File: src/rtl/rv32v_lane_mem_sequencer.sv
// -----------------------------------------------------------------------------
// rv32v_lane_mem_sequencer
// Per-lane vector memory sequencer sitting between the vector MEM stage and the
// load-store controller (LSC). One uop of NUM_LANES elements is accepted at a
// time. For each active lane, the block issues one scalar access, in ascending
// lane order. Masked lanes are skipped and cost no cycles.
// Load data is gathered per lane. A bus error aborts the uop and reports the
// faulting lane and its address.
//
// Ports
//   CLK, RST          clock, synchronous active-high reset
//   flush             abandon the current uop (highest priority)
//   req_*             uop request; accepted when req_valid & req_ready & ~flush
//   lsc_*             single-access handshake with the load-store controller
//   curr_lane         lane of the access currently presented to the LSC
//   busy              uop in progress
//   done / fault      one-cycle completion / abort pulses
//   res_data/res_wen  gathered load data and the lanes written by this uop
//   fault_lane/addr   faulting lane and address, held until the next accept
// -----------------------------------------------------------------------------
module rv32v_lane_mem_sequencer #(
    parameter int NUM_LANES = 4,
    parameter int ADDR_W    = 32,
    localparam int LANE_W   = $clog2(NUM_LANES)
) (
    input  logic                          CLK,
    input  logic                          RST,
    input  logic                          flush,
    input  logic                          req_valid,
    output logic                          req_ready,
    input  logic                          req_store,
    input  logic [1:0]                    req_mode,
    input  logic [1:0]                    req_eew,
    input  logic [ADDR_W-1:0]             req_uop_num,
    input  logic [ADDR_W-1:0]             req_base,
    input  logic [ADDR_W-1:0]             req_stride,
    input  logic [NUM_LANES*ADDR_W-1:0]   req_idx,
    input  logic [NUM_LANES*ADDR_W-1:0]   req_wdata,
    input  logic [NUM_LANES-1:0]          req_mask,
    output logic                          lsc_ren,
    output logic                          lsc_wen,
    output logic [ADDR_W-1:0]             lsc_addr,
    output logic [ADDR_W-1:0]             lsc_wdata,
    output logic [1:0]                    lsc_eew,
    input  logic                          lsc_ready,
    input  logic [ADDR_W-1:0]             lsc_rdata,
    input  logic                          lsc_error,
    output logic [LANE_W-1:0]             curr_lane,
    output logic                          busy,
    output logic                          done,
    output logic [NUM_LANES*ADDR_W-1:0]   res_data,
    output logic [NUM_LANES-1:0]          res_wen,
    output logic                          fault,
    output logic [LANE_W-1:0]             fault_lane,
    output logic [ADDR_W-1:0]             fault_addr
);

    typedef enum logic [1:0] {
        ST_IDLE  = 2'd0,
        ST_ISSUE = 2'd1,
        ST_DONE  = 2'd2,
        ST_FAULT = 2'd3
    } state_t;

    state_t                        r_state;
    state_t                        w_next_state;

    logic                          r_store;
    logic [1:0]                    r_mode;
    logic [1:0]                    r_eew;
    logic [ADDR_W-1:0]             r_uop;
    logic [ADDR_W-1:0]             r_base;
    logic [ADDR_W-1:0]             r_stride;
    logic [NUM_LANES*ADDR_W-1:0]   r_idx;
    logic [NUM_LANES*ADDR_W-1:0]   r_wdata;
    logic [NUM_LANES-1:0]          r_pend;
    logic [NUM_LANES*ADDR_W-1:0]   r_res_data;
    logic [NUM_LANES-1:0]          r_res_wen;
    logic [LANE_W-1:0]             r_fault_lane;
    logic [ADDR_W-1:0]             r_fault_addr;

    logic [LANE_W-1:0]             w_lane;
    logic [NUM_LANES-1:0]          w_pend_clr;
    logic [ADDR_W-1:0]             w_lane_idx;
    logic [ADDR_W-1:0]             w_lane_wdata;
    logic [ADDR_W-1:0]             w_elem;
    logic [1:0]                    w_shift;
    logic [ADDR_W-1:0]             w_addr;
    logic                          w_issue;

    assign w_issue = (r_state == ST_ISSUE);

    // Lowest set bit of the pending mask; scanning downwards lets the lowest win.
    always_comb begin
        w_lane = '0;
        for (int l = NUM_LANES - 1; l >= 0; l--) begin
            w_lane = r_pend[l] ? LANE_W'(l) : w_lane;
        end
    end

    // Pending mask with the current lane retired.
    always_comb begin
        w_pend_clr         = r_pend;
        w_pend_clr[w_lane] = 1'b0;
    end

    // Per-lane index offset and store data of the current lane.
    always_comb begin
        w_lane_idx   = '0;
        w_lane_wdata = '0;
        for (int l = 0; l < NUM_LANES; l++) begin
            w_lane_idx   = (LANE_W'(l) == w_lane) ? r_idx[l*ADDR_W +: ADDR_W]   : w_lane_idx;
            w_lane_wdata = (LANE_W'(l) == w_lane) ? r_wdata[l*ADDR_W +: ADDR_W] : w_lane_wdata;
        end
    end

    // Element address; all arithmetic truncates to ADDR_W, so wrap-around is silent.
    // Reserved eew encoding behaves as 32-bit, reserved mode behaves as unit-stride.
    always_comb begin
        w_elem  = r_uop * ADDR_W'(NUM_LANES) + ADDR_W'(w_lane);
        w_shift = (r_eew == 2'd3) ? 2'd2 : r_eew;
        case (r_mode)
            2'd1:    w_addr = r_base + w_elem * r_stride;
            2'd2:    w_addr = r_base + w_lane_idx;
            default: w_addr = r_base + (w_elem << w_shift);
        endcase
    end

    // Next-state logic; flush overrides every other transition.
    always_comb begin
        w_next_state = r_state;
        if (flush) begin
            w_next_state = ST_IDLE;
        end else begin
            case (r_state)
                ST_IDLE: begin
                    if (req_valid) begin
                        w_next_state = (req_mask == '0) ? ST_DONE : ST_ISSUE;
                    end else begin
                        w_next_state = ST_IDLE;
                    end
                end
                ST_ISSUE: begin
                    if (lsc_ready && lsc_error) begin
                        w_next_state = ST_FAULT;
                    end else if (lsc_ready && (w_pend_clr == '0)) begin
                        w_next_state = ST_DONE;
                    end else begin
                        w_next_state = ST_ISSUE;
                    end
                end
                ST_DONE:  w_next_state = ST_IDLE;
                ST_FAULT: w_next_state = ST_IDLE;
                default:  w_next_state = ST_IDLE;
            endcase
        end
    end

    // State register.
    always_ff @(posedge CLK) begin
        if (RST) begin
            r_state <= ST_IDLE;
        end else begin
            r_state <= w_next_state;
        end
    end

    // Request capture, pending mask, result gathering and fault capture.
    always_ff @(posedge CLK) begin
        if (RST) begin
            r_store      <= 1'b0;
            r_mode       <= 2'd0;
            r_eew        <= 2'd0;
            r_uop        <= '0;
            r_base       <= '0;
            r_stride     <= '0;
            r_idx        <= '0;
            r_wdata      <= '0;
            r_pend       <= '0;
            r_res_data   <= '0;
            r_res_wen    <= '0;
            r_fault_lane <= '0;
            r_fault_addr <= '0;
        end else if (flush) begin
            // Results of a same-cycle completion are discarded.
            r_pend <= '0;
        end else begin
            case (r_state)
                ST_IDLE: begin
                    if (req_valid) begin
                        r_store      <= req_store;
                        r_mode       <= req_mode;
                        r_eew        <= req_eew;
                        r_uop        <= req_uop_num;
                        r_base       <= req_base;
                        r_stride     <= req_stride;
                        r_idx        <= req_idx;
                        r_wdata      <= req_wdata;
                        r_pend       <= req_mask;
                        r_res_data   <= '0;
                        r_res_wen    <= '0;
                        r_fault_lane <= '0;
                        r_fault_addr <= '0;
                    end else begin
                        r_pend <= r_pend;
                    end
                end
                ST_ISSUE: begin
                    if (lsc_ready && lsc_error) begin
                        r_fault_lane <= w_lane;
                        r_fault_addr <= w_addr;
                        r_pend       <= '0;
                    end else if (lsc_ready) begin
                        r_pend <= w_pend_clr;
                        for (int l = 0; l < NUM_LANES; l++) begin
                            if (!r_store && (LANE_W'(l) == w_lane)) begin
                                r_res_data[l*ADDR_W +: ADDR_W] <= lsc_rdata;
                                r_res_wen[l]                   <= 1'b1;
                            end else begin
                                r_res_wen[l] <= r_res_wen[l];
                            end
                        end
                    end else begin
                        r_pend <= r_pend;
                    end
                end
                default: begin
                    r_pend <= r_pend;
                end
            endcase
        end
    end

    // Outputs are decoded from registered state only.
    assign req_ready  = (r_state == ST_IDLE);
    assign busy       = (r_state != ST_IDLE);
    assign done       = (r_state == ST_DONE);
    assign fault      = (r_state == ST_FAULT);
    assign lsc_ren    = w_issue & ~r_store;
    assign lsc_wen    = w_issue & r_store;
    assign lsc_addr   = w_issue ? w_addr : '0;
    assign lsc_wdata  = (w_issue && r_store) ? w_lane_wdata : '0;
    assign lsc_eew    = r_eew;
    assign curr_lane  = w_issue ? w_lane : '0;
    assign res_data   = r_res_data;
    assign res_wen    = r_res_wen;
    assign fault_lane = r_fault_lane;
    assign fault_addr = r_fault_addr;

endmodule

File: config.mk
export PLATFORM = sky130hd
export DESIGN_NAME = rv32v_lane_mem_sequencer
export DESIGN_NICKNAME = d
export VERILOG_FILES = /design/src/rtl/rv32v_lane_mem_sequencer.sv
export SDC_FILE = /design/constraint.sdc
export NUM_CORES = 2
export LEC_CHECK = 0
export BUFFER_PORTS_ARGS = -buffer_cell sky130_fd_sc_hd__buf_2
export CORE_MARGIN = 2
export CORE_UTILIZATION = 45
export DETAILED_ROUTE_END_ITERATION = 8
export GPL_TIMING_DRIVEN = 0
export PLACE_DENSITY = 0.66
export SYNTH_ARGS = -nofsm -noshare
export SYNTH_HDL_FRONTEND = slang
export SYNTH_SLANG_ARGS = --single-unit
File: constraint.sdc
create_clock -name CLK -period 10.83 [get_ports CLK]
set_input_delay 2.166 -clock CLK [delete_from_list [all_inputs] [get_ports CLK]]
set_output_delay 2.166 -clock CLK [all_outputs]
set_load 0.01 [all_outputs]
# After elaboration in Yosys (flattened, before gate mapping)
# Index checks and enable logic that the tools add are counted.
# op_classes
n_addsub	4
n_mul	1
div_mod_pow	0
n_lt_le_gt_ge	2
eq_ne	18
shifts	1
n_mux	50
bitwise_logic	6
reduce_logical	24
# ops
op	n
$mux 32	16
$mux 128	3
$pmux 128 s2	1
$pmux 32 s2	2
$add 32x32->32	3
$add 32x2->32	1
$mul 32x32->32	1
$shl 32x2->32	1
$mux 2	12
$mux 4	6
$reduce_and 6->1	4
$pmux 4 s2	2
$ne 2x1->1 const B	5
$eq 2x2->1 const B	4
$logic_and 1x1->1	8
$logic_not 4->1	2
$ne 2x2->1 const B	3
$pmux 2 s3	1
$reduce_and 3->1	2
$mux 1	5
$and 4x4->4	1
$eq 2x1->1 const B	2
$eq 2x2->1 const A	2
$logic_not 2->1	2
other kinds (13)	17
# totals
regBits	527
latchBits	0
mem_bits_rw	0
mem_bits_ro	0
inputBits	399
out_inout_bits	240
word_cells	126
memories	0

# Logic depth before layout (Yosys ltp)
# depth
depth_word	15
ltp_mapped	33
ltp_nobuf	29

# Worst setup path after synthesis
# No wires, ideal clock.
# synth_timing
path_kind	reg2out
startpoint	register r_pend[0]
endpoint	output port lsc_addr[21]
arrival_time_ns	7.444
setup_slack_ns	1.220
path_stages_with_launch	31
cell_sequence	dfxtp_1 > clkbuf_1 > inv_1 > o21a_1 > buf_2 > clkbuf_1 > clkbuf_1 > clkbuf_1 > nand2_1 > fa_1 > inv_1 > fa_1 > fa_1 > fa_1 > fa_1 > ha_1 > fa_1 > inv_1 > fa_1 > inv_1 > ha_1 > and2_1 > a31oi_1 > o21ai_0 > nor3b_1 > o21ai_0 > a21o_1 > a21oi_1 > xnor2_1 > a21oi_1 > nor2_1
# synth_between
elab_chain_cells	9
# synth_lines
item	line_no	source
from (decl)	76	logic [NUM_LANES-1:0] r_pend;
from (signal assigned)	199	r_pend <= req_mask;
from (signal assigned)	205	r_pend <= r_pend;
from (signal assigned)	214	r_pend <= w_pend_clr;
$mux 2 *	97	w_lane = r_pend[l] ? LANE_W'(l) : w_lane;
branches (longest 6 deep; another with $add 32x2->32)	--	
$pmux 32 s2 *	122	case (r_mode)
$mux 32 *	241	assign lsc_addr = w_issue ? w_addr : '0;
to (decl)	42	output logic [ADDR_W-1:0] lsc_addr,
# Mark *: on every way between the ends.

# Worst setup path after layout
# layout_timing
startpoint	register r_pend[3]
endpoint	output port lsc_addr[25]
# layout_between
elab_chain_cells	12
# layout_lines
item	line_no
$mux 2 * (4 in a row)	97
branches (longest 6 deep; another with $add 32x2->32)	--
$pmux 32 s2 *	122
$mux 32 *	241
# Marks and branches as above.

==> flow_summary.yaml <==
detailed_routing:
  vias: 38900
  drtIter0Drc: 3786
  drc: 0
  viasPerCell: 5.62
  routed_wl_mm: 172
  final_antenna_net_count: 0
  routedWlPerCell_um: 24.8
  drt-pass1-iter-count: 6
synthesis:
  synth_area_um2: 39600
  syn_nets: 6011
  synth_area_leaders: "dfxtp_1 27%, fa_1 22%, nand2_1 12%, a21oi_1 8.1%, ha_1 4.9%"
  ys_warn_count: 0
  synth_top_cells_by_count: "1294 x nand2_1, 641 x a21oi_1, 527 x dfxtp_1"
  avgSynthCellArea_um2: 7.89
  synth_edf_count: 0
  synthFlopType: "dfxtp_1"
  synth_cells: 5018
  netlist.area_leader.share_pct: 26.6
  synth_seq_cells: 527
  synthArstFlopShare_pct: 0
  yosysUniqueCellTypes: 67
  synth_most_common_cell: "nand2_1"
  yosysTopAreaCell: "dfxtp_1"
  yosysSeqAreaShare_pct: 26.6
sta:
  hold_ws_ns: 0.453
  fin_skew_ns: 0.0348
  slew_viol_final: 10
  slew-limit-headroom_pct: -0.0590
  setup_viol: 0
  hold_viol: 0
  min_period_over_period_pct: 98.5
  worstMarginPinSlew_ns: 1.50
  max_freq_mhz: 93.7
  fin_crit_ns: 10.67
clock_network:
  cts_max_level: 2
  clk_path_buf_depth: 3
  clk_latency_ns: 0.67
  cts-buffers-inserted: 59
  cts.sinks: 527
  cts-root-buf: "clkbuf_16"
  path_clk_slew_ns: 0.06
  cts_tree: "yes"
outcome:
  status: "finished with violations"
  violations: "max-capacitance violations, max-slew violations"
worst_setup_path:
  cp-startpoint: "r_pend[3]$_SDFFE_PP0P_"
  timing.rr.start: "r_stride[13]$_SDFFE_PP0P_"
  crit_top_cell: "fa_1"
  crit_path_max_incr_delay_ns: 0.49
  regToRegEndpoint: "fault_addr[29]$_SDFFE_PP0P_"
  cp_max_fo: 19
  worst-r2r-cell-count: 26
  crit_required_ns: 8.66
  end_kind: "primary output"
  cp-start-kind: "register"
  arrival_ns: 8.50
  worstSetupPathType: "register to primary output"
  slowest_stage: "fa_1"
  reg2reg_slack_ns: 2.94
  crit_end: "lsc_addr[25]"
pwr:
  power.internal_mw: 3.57
  seq_power_share_pct: 39.8
  combPwrFrac_pct: 19.1
  clkPwrFrac_pct: 41.1
  powerDensity_nw_per_um2: 112
  swShare_pct: 31.5
  power_mw: 5.22
  leakage_nw: 20.2
  peakVddDrop_uv: 133
  p_sw_mw: 1.65
grt:
  grt_max_degree: 20
  grt_pass1_wl_mm: 249
  grt_usage_pct: 37.4
  overflow: 0
  grt_pass1_vias: 38400
  antenna_found_initial: 44
floorplan:
  core-area_um2: 87000
  fp.dieW_um: 301
  io_pins: 639
  die_h_um: 301
  start_util_pct: 45.5
  dieArea_um2: 90400
  core.rowCount: 108
placement:
  dpl.cell_count: 6809
  hpwl_mm: 142
  numPortBuffers: 635
  routabilityCongestion: 0.983
cells_and_area:
  n_fill_cell: 8743
  stdcell_count: 6925
  multi_input_area_um2: 25900
  area_delta_synth_final_pct: 17.6
  drive_gt1_share_pct: 15.4
  final_util_pct: 53.5
  nets: 6689
  register_area_um2: 10600
min_path:
  worstHoldPathType: "register to register"
  holdPathStages: 2
run:
  maxCapViolations: 1
==> how the worst min path moves through the flow <==
stage | startpoint | end | slack (ns)
3_3_place_gp | fault_lane[0]$_SDFFE_PP0P_ | fault_lane[0]$_SDFFE_PP0P_ | 0.44
5_1_grt | r_idx[34]$_SDFFE_PP0P_ | r_idx[34]$_SDFFE_PP0P_ | 0.47
4_1_cts | r_idx[100]$_SDFFE_PP0P_ | r_idx[100]$_SDFFE_PP0P_ | 0.45
6_report | r_idx[100]$_SDFFE_PP0P_ | r_idx[100]$_SDFFE_PP0P_ | 0.45
2_1_floorplan | r_idx[68]$_SDFFE_PP0P_ | r_idx[68]$_SDFFE_PP0P_ | 0.43
3_5_place_dp | r_idx[100]$_SDFFE_PP0P_ | r_idx[100]$_SDFFE_PP0P_ | 0.44
==> state kept, by name (all words and copies together) (netlist names), 4 cells and up <==
name        count
r_base         32
fault_addr     32
r_idx         128
r_pend          4
r_stride       32
r_wdata       128
res_data      128
res_wen         4
r_uop          30
==> metal layers <==
layer / GRT usage, % / share of wire, % / wire (um)
met1: 47.5 / 38 / 65800
met2: 59.9 / 45 / 78000
met3: 8.72 / 10 / 17400
met4: 18.2 / 5.9 / 10100
met5: 0 / 0.14 / 240
==> stage by stage <==
step	area, um^2	TNS (ns)	worst slack [ns]
after floorplan	39600	0	1.22
after global placement	44200	-21.31	-1.62
after detailed placement	44200	-21.06	-1.59
after CTS	46400	0	0.000873
after global routing	46500	-0.0109	-0.0109
final	46600	0	0.163
==> placed cells by master (no fill, tap or decap), types with 23 or more instances in the layout <==
cell type  synthesis  routed
a21oi_1          641     640
and2_1           137     136
and3_1            30      30
buf_1             36      28
buf_2              1     645
clkbuf_1         340     268
clkbuf_16          0      59
clkbuf_2           0      42
dfxtp_1          527     501
dfxtp_2            0      23
diode_2            0      25
fa_1             439     439
ha_1             155     154
inv_1            496     496
mux2i_1           36      35
mux4_2            24      24
nand2_1         1294    1294
nand3_1          207     207
nor2_1           232     231
nor3_1            33      32
o21ai_0           72      69
xnor2_1           77      77
==> kinds of logic (layout without fill, tap and decap cells) <==
kind of cell             after synthesis  after routing  share of synthesized area [%]
AO/OA/AOI/OAI                        867            867                           12.2
XOR/XNOR                             101            101                           2.34
adder cells (fa/ha/maj)              595            595                           27.1
buffers and inverters                873           1600                           8.28
flip-flops                           527            527                           26.6
multiplexers                          60             60                           2.27
other                                  0             25                              0
AND/OR/NAND/NOR                     1995           1995                           21.2
==> area by class of cell <==
class	instances	area share, %
plain buffers	354	3.23
repair buffers	640	6.90
diodes	25	0.134
inverters	496	4.00
clock buffers	85	3.66
multi-input cells	3618	55.5
clock inverters	25	0.760
well taps	1155	3.10
flip-flops and latches	527	22.7
==> power by group through the flow <==
| stage | clock network (mW) | registers, mW | logic [mW] |
|---|---|---|---|
| after global placement | 0 | 2.10 | 0.971 |
| after detailed placement | 0 | 2.10 | 0.978 |
| final | 2.14 | 2.08 | 0.996 |
| after global routing | 2.23 | 2.08 | 1.07 |
| after CTS | 2.15 | 2.07 | 0.976 |
| after floorplan | 0 | 2.08 | 0.561 |
==> worst max-delay path: cells and delay by family (launching register included) <==
family,cells,cell delay [ns]
AND/OR/NAND/NOR,3,0.54
AO/OA/AOI/OAI,9,2.35
buffers and inverters,7,0.98
XOR/XNOR,1,0.12
flip-flops,1,0.36
adder cells (fa/ha/maj),9,3.48
==> repair_timing <==
item	4_1_cts	5_1_grt
setup endpoints to repair	23	14
setup buffers	1	3
endpoints found under the hold margin	0	0
hold buffers	0	0
pin swaps	1	2
gates resized for setup	72	125
No activity file was read; power rests on OpenSTA's default activity.
